===== src/rtl/fir_serial_mac_fir.sv =====
// ============================================================================
// fir_serial_mac_fir : N-tap FIR built on one time-shared multiply-accumulator
// Revision: 1.0
// ============================================================================
`default_nettype none

module fir_serial_mac_fir #(
  parameter int N           = 51,
  parameter int DATA_WIDTH  = 16,
  parameter int COEFF_WIDTH = 16,
  parameter int OUT_WIDTH   = 16,
  parameter int SHIFT       = 15,
  parameter int ROUND       = 1
) (
  input  logic                          clk,
  input  logic                          rst,
  input  logic                          s_valid,
  output logic                          s_ready,
  input  logic signed [DATA_WIDTH-1:0]  s_data,
  output logic                          m_valid,
  output logic signed [OUT_WIDTH-1:0]   m_data,
  output logic                          m_sat,
  input  logic                          coef_we,
  input  logic [$clog2(N)-1:0]          coef_addr,
  input  logic signed [COEFF_WIDTH-1:0] coef_data,
  output logic                          coef_err,
  output logic                          busy
);

  localparam int AW    = $clog2(N);
  localparam int PW    = DATA_WIDTH + COEFF_WIDTH;
  localparam int ACC_W = PW + $clog2(N);
  localparam int RB    = (SHIFT > 0) ? SHIFT - 1 : 0;

  localparam logic [AW:0]               N_X    = (AW+1)'(N);
  localparam logic [AW-1:0]             K_LAST = AW'(N - 1);
  localparam logic signed [ACC_W:0]     RND    = (ROUND != 0 && SHIFT > 0) ?
                                                 ((ACC_W+1)'(1) << RB) : '0;
  localparam logic signed [ACC_W:0]     OMAX_X = {{(ACC_W+2-OUT_WIDTH){1'b0}}, {(OUT_WIDTH-1){1'b1}}};
  localparam logic signed [ACC_W:0]     OMIN_X = {{(ACC_W+2-OUT_WIDTH){1'b1}}, {(OUT_WIDTH-1){1'b0}}};

  typedef enum logic [1:0] {
    IDLE = 2'd0,
    MAC  = 2'd1,
    OUT  = 2'd2
  } state_t;

  state_t                         state;
  logic signed [DATA_WIDTH-1:0]   x [N];
  logic signed [COEFF_WIDTH-1:0]  h [N];
  logic signed [ACC_W-1:0]        acc;
  logic [AW-1:0]                  k;

  logic signed [PW-1:0]           prod;
  logic signed [ACC_W:0]          rounded;
  logic signed [ACC_W:0]          scaled;
  logic                           coef_ok;

  assign prod    = h[k] * x[k];
  assign rounded = {acc[ACC_W-1], acc} + RND;
  assign scaled  = rounded >>> SHIFT;
  // Writes land only between computations so a running sum never mixes coefficient sets.
  assign coef_ok = coef_we && (state == IDLE) && ({1'b0, coef_addr} < N_X);

  assign s_ready = (state == IDLE);
  assign busy    = (state != IDLE);

  always_ff @(posedge clk or negedge rst) begin
    if (!rst) begin
      state    <= IDLE;
      acc      <= '0;
      k        <= '0;
      m_valid  <= 1'b0;
      m_data   <= '0;
      m_sat    <= 1'b0;
      coef_err <= 1'b0;
      for (int i = 0; i < N; i++) begin
        x[i] <= '0;
        h[i] <= '0;
      end
    end else begin
      m_valid  <= 1'b0;
      coef_err <= coef_we && !coef_ok;
      if (coef_ok) begin
        h[coef_addr] <= coef_data;
      end
      case (state)
        IDLE: begin
          if (s_valid) begin
            for (int i = N - 1; i > 0; i--) begin
              x[i] <= x[i-1];
            end
            x[0]  <= s_data;
            acc   <= '0;
            k     <= '0;
            state <= MAC;
          end
        end
        MAC: begin
          acc <= acc + {{(ACC_W-PW){prod[PW-1]}}, prod};
          k   <= k + AW'(1);
          if (k == K_LAST) begin
            state <= OUT;
          end
        end
        OUT: begin
          m_valid <= 1'b1;
          if (scaled > OMAX_X) begin
            m_data <= OMAX_X[OUT_WIDTH-1:0];
            m_sat  <= 1'b1;
          end else if (scaled < OMIN_X) begin
            m_data <= OMIN_X[OUT_WIDTH-1:0];
            m_sat  <= 1'b1;
          end else begin
            m_data <= scaled[OUT_WIDTH-1:0];
            m_sat  <= 1'b0;
          end
          k     <= '0;
          state <= IDLE;
        end
        default: state <= IDLE;
      endcase
    end
  end

endmodule

`default_nettype wire


===== config.mk =====
export PLATFORM = sky130hd
export DESIGN_NAME = fir_serial_mac_fir
export DESIGN_NICKNAME = d
export VERILOG_FILES = /design/src/rtl/fir_serial_mac_fir.sv
export SDC_FILE = /design/constraint.sdc
export NUM_CORES = 2
export LEC_CHECK = 0
export CORE_ASPECT_RATIO = 1.2
export CORE_MARGIN = 2
export CORE_UTILIZATION = 44
export DETAILED_ROUTE_END_ITERATION = 16
export PLACE_DENSITY = 0.67
export SLEW_MARGIN = 0
export SYNTH_ARGS = -nofsm -noshare
export SYNTH_HDL_FRONTEND = slang
export SYNTH_SLANG_ARGS = --single-unit

===== constraint.sdc =====
create_clock -name clk -period 12.3 [get_ports clk]
set_input_delay 1.23 -clock clk [delete_from_list [all_inputs] [get_ports clk]]
set_output_delay 1.23 -clock clk [all_outputs]
set_load 0.01 [all_outputs]

[Word-level counts from Yosys, hierarchy flattened]
Cells that the tools add are included.
W data, S select, Z words.
Storage, ports and cells
  register bits after elaboration: 1697
  input bits: 42
  output and inout port bits: 21
Cells by class
  $add $sub $neg: 3
  multiply operators: 1
  $lt $le $gt $ge: 6
  equality and inequality tests: 5
  muxes and demuxes: 21
  bitwise operators: 2
  reduce and logical (&&, ||, !) cells: 13
Operators with widths (number)
  $bwmux W816: 1
  $bmux W16 S6: 2
  $mux W16: 7
  $demux W16 S6: 1
  $pmux W38 S2: 1
  $add A38 B16 Y39 const B: 1
  $add A38 B38 Y38: 1
  $mux W38: 1
  $mul A16 B16 Y32: 1
  $gt A24 B16 Y1 const B: 1
  $lt A24 B16 Y1 const B: 1
  $pmux W6 S3: 1
  $ge A7 B7 Y1 const B: 2
  $not A6 Y7: 2
  $reduce_and A2 Y1: 4
  $lt A7 B1 Y1 const B: 1
  $add A6 B1 Y6 const B: 1
  $eq A6 B6 Y1 const B: 1
  $lt A6 B6 Y1 const B: 1
  $mux W6: 1
  $logic_and A1 B1 Y1: 4
  $mux W2: 2
  $ne A2 B2 Y1 const B: 2
  $pmux W2 S2: 1
  other kinds (7): 10

[Longest topological paths before layout]
  depth in word-level cells: 7
  gate-level depth with buffers: 45

[Worst setup path before layout]
No wires, ideal clock.
  path type: register to register
  start point: register k[1]
  end point: register acc[34]
  setup time: 122 ps
  arrival: 10062 ps
  data required time: 12178 ps
  setup slack: 2116 ps
  cell stages (with the launch flop): 39
  path buffers: 4
  period minus slack after synthesis: 10184 ps
  cells stage by stage: dfrtp_1 > buf_2 > buf_1 > clkbuf_1 > mux4_2 > mux4_2 > mux2i_1 > nor2_1 > a211oi_2 > buf_2 > nor2_1 > fa_1 > inv_1 > fa_1 > fa_1 > fa_1 > inv_1 > fa_1 > [3 not listed] > ha_1 > and3_1 > nor4b_1 > o31a_1 > o311a_1 > a31o_2 > a21o_1 > a21o_1 > a21oi_1 > xnor2_1 > ha_1 > a21oi_1 > a21oi_1 > or3b_2 > a221oi_1 > a21oi_1 > or3_1 > a32o_1
On the way
  cells in the longest elaborated chain, start to end: 7
RTL lines
  start, declared: RTL line 52  | logic [AW-1:0] k;
  start signal, assigned: RTL line 101  | k <= k + AW'(1);
  $not A6 Y7 (not written as such) *: RTL line 59  | assign prod = h[k] * x[k];
  $bmux W16 S6: RTL line 59
  $mux W16 (not written as such) (2 in a row): RTL line 59
  $mul A16 B16 Y32 *: RTL line 59
  $add A38 B38 Y38 *: RTL line 100  | acc <= acc + {{(ACC_W-PW){prod[PW-1]}}, prod};
  $pmux W38 S2 *: RTL line 87  | case (state)
  end signal, assigned: RTL line 100
  end, declared: RTL line 51  | logic signed [ACC_W-1:0] acc;
Every way passes the cells marked *; elsewhere a longest branch is shown, timed or not. The select of a mux whose other input is x is not followed.
A chain may end at the register's enable or synchronous reset.

[Worst setup path in the final report]
Ends and elaborated chain as after synthesis.

==> flow_summary_export.csv <==
group,metric,value,unit
status,status,"completed",
yosys,synth_common_cells,"2638 x nand2_1, 1697 x dfrtp_1, 807 x mux2_2, 478 x mux4_2, 374 x clkbuf_1",
pwr,power.total,11.3,mW
grt,grt_pass1_wl,338000,um
worst_setup_path,cp-start-kind,"flop",
yosys,syn_inst,7822,
yosys,netlist_area,0.0886,mm2
worst_setup_path,crit_path_end_kind,"flop",
yosys,synth.most_common_cell,"nand2_1",
clock_network,numClockSinks,1697,
cells_and_area,syn_to_final_growth,10.4,%
pwr,p_per_area,115,mW/mm2
placement,place.port_buffers,62,
yosys,yosys_warnings,0,
floorplanning,die_w,414,um
yosys,synth_area_leaders,"dfrtp_1 48%, mux4_2 12%, nand2_1 11%, mux2_2 10%, fa_1 5.9%",
sta,skew,0.0579,ns
drt,ant_nets,0,
worst_setup_path,cp_slowest_cell,"dfrtp_4",
sta,fmax,0.0870,GHz
drt,firstDrtPassIters,8,
sta,post-route-period-util,93.4,%
yosys,synth-edff-count,0,
yosys,async_flop_share,100,%
yosys,yosys.area.top_type_share,47.9,%
drt,drt-vias-per-instance,5.46,
grt,grt_pass1_vias,59621,
floorplanning,io_pins,63,
floorplanning,initial_core_util,44.2,%
grt,grt_max_degree,249,
flow_run,cap_violations,0,
sta,relSlewSlack,14.6,%
clock_network,cts_resized,0,
sta,rsz0062_at_grt,"no",
sta,fin_crit,11.49,ns
clock_network,hold_buffers,0,
worst_setup_path,crit_required,13.01,ns
clock_network,clock_path_buffers,3,
grt,grt_antenna_before_repair,2,
floorplanning,die_h,495,um
drt,wirelength,209000,um
placement,routabilityCongestion,0.918,
cells_and_area,nets,8132,
yosys,ys_seq_area_share,47.9,%
worst_setup_path,path_class,"flop to flop",
yosys,syn_nets,8251,
drt,drc,0,
placement,dp_hpwl,133000,um
sta,tightest_slew,1.28,ns
clock_network,cts_buffers,177,
drt,drt_iter0_markers,4512,
clock_network,cts_setup_buffers,0,
yosys,synthDistinctLibCells,75,
sta,finalSetupViolations,0,
grt,grt_overflow_total,0,
sta,final.setup.tns,0,ns
min_path,hp-class,"input port to async pin",
worst_setup_path,crit_arrival,12.20,ns
floorplanning,core_area,0.200,mm2
pwr,peakVddDrop,153,uV
floorplanning,fp.dieArea,0.205,mm2
clock_network,h-tree-depth,4,
pwr,leakage,49.2,nW
yosys,yosys_most_used_dff,"dfrtp_1",
sta,hold_viol,0,
cells_and_area,num-fill-cells,17389,
yosys,synth_top_area_cell,"dfrtp_1",
floorplanning,rows,180,
worst_setup_path,slowest_delay,0.96,ns
clock_network,root_buffer,"clkbuf_16",
drt,wl_per_cell,19.9,um
drt,vias,57252,
sta,finalHoldWorstSlack,0.278,ns
clock_network,clkTransAtPathRegs,0.06,ns
grt,grt_use_total,20.8,%
sta,maxSlewViolCount,0,
cells_and_area,drive_gt1_share,23.0,%
worst_setup_path,cp_max_fo,38,
yosys,synth_area_per_cell,11.3,um2
yosys,ys_ff_latch,1697,
clock_network,cts_tree,"built",
clock_network,clkLatencyLatePin,0.87,ns
==> per-layer routing <==
layer / track usage, % / vias to the layer above / wire [um]
li1: - / 25890 / -
met1: 28.4 / 29760 / 91000
met2: 34.5 / 1247 / 103000
met3: 3.06 / 353 / 9250
met4: 6.03 / 2 / 5700
met5: 0 / - / 10
==> metrics by stage <==
step / cell area [um2] / instances / util (%) / setup WS, ns
CTS: 97800 / 10482 / 48.8 / 0.853
finish: 97800 / 10483 / 48.8 / 0.806
detailed placement: 91700 / 10163 / 45.8 / 0.895
global route: 97800 / 10483 / 48.8 / 0.219
floorplan: 88600 / 7822 / - / 2.12
global placement: 91700 / 10163 / 45.8 / 0.981
==> where the power goes <==
group | internal (mW) | total, mW | switching (mW)
combinational | 0.0196 | 0.182 | 0.162
sequential | 5.58 | 5.58 | 0.0000551
clock | 3.18 | 5.53 | 2.35
==> sequential cells by signal, indices dropped and copies added, names as in the netlist <==
register / flops
acc: 38
m_sat: 1
m_valid: 1
h: 816
k: 6
coef_err: 1
state: 2
x: 816
m_data: 16
==> kinds of logic (layout without fill, tap and decap cells) <==
kind of cell	after synthesis	after routing	synth area share [%]
AOI/OAI and AO/OA	325	325	2.62
xor gates and xnor gates	69	69	0.698
adders and majority gates	387	387	7.70
buffers and inverters	837	858	3.86
DFF	1697	1697	47.9
muxes	1362	1362	23.3
other	0	1	0
and+or+nand+nor	3145	3145	13.9
==> path summary, 6_finish.rpt <==
path	to	from	slack (ns)	depth (start not counted)
worst max register to register	acc[34]$_DFFE_PN0P_	k[1]$_DFFE_PN0P_	0.81	35
worst max-delay path	acc[34]$_DFFE_PN0P_	k[1]$_DFFE_PN0P_	0.81	35
worst min-delay path	x[656]$_DFFE_PN0P_	rst	0.28	1
max in group asynchronous	h[313]$_DFFE_PN0P_	rst	8.99	4
worst min register to register	x[375]$_DFFE_PN0P_	x[391]$_DFFE_PN0P_	0.46	2
min in group clk	x[375]$_DFFE_PN0P_	x[391]$_DFFE_PN0P_	0.46	2
==> layout by cell type, fill, tap and decap left out, types with 37 or more instances in the layout <==
cell type        instances
a21oi_1                 92
nand3_1                 45
clkbuf_16              177
buf_4                  113
nor2_1                 306
xnor2_1                 46
fa_1                   263
clkbuf_1                37
mux2i_1                 66
mux2_2                 807
clkdlybuf4s50_1         45
clkbuf_8                43
o21ai_0                 60
inv_1                  324
ha_1                   124
nand2_1               2637
mux4_2                 478
dfrtp_1               1691
==> cell type report <==
class | instances | area (um2) | share of cell area (%)
diodes | 1 | 2.50 | 0.00256
clock buffers | 257 | 5160 | 5.28
clock inverters | 62 | 876 | 0.896
inverters | 336 | 1260 | 1.29
multi-input cells | 5288 | 42700 | 43.7
flip-flops and latches | 1697 | 42500 | 43.4
well taps | 2639 | 3300 | 3.38
repair buffers | 203 | 1970 | 2.01
==> worst max-delay path: cells and delay by family (launching register included) <==
kind,cells,cell delay [ns]
buf+inv,6,0.83
fa+ha+maj,8,3.59
flops,1,0.96
compound gates,13,3.38
mux,3,1.35
xor+xnor,1,0.14
simple gates,4,1.04
Note: power is estimated with default switching activity, not from simulation.
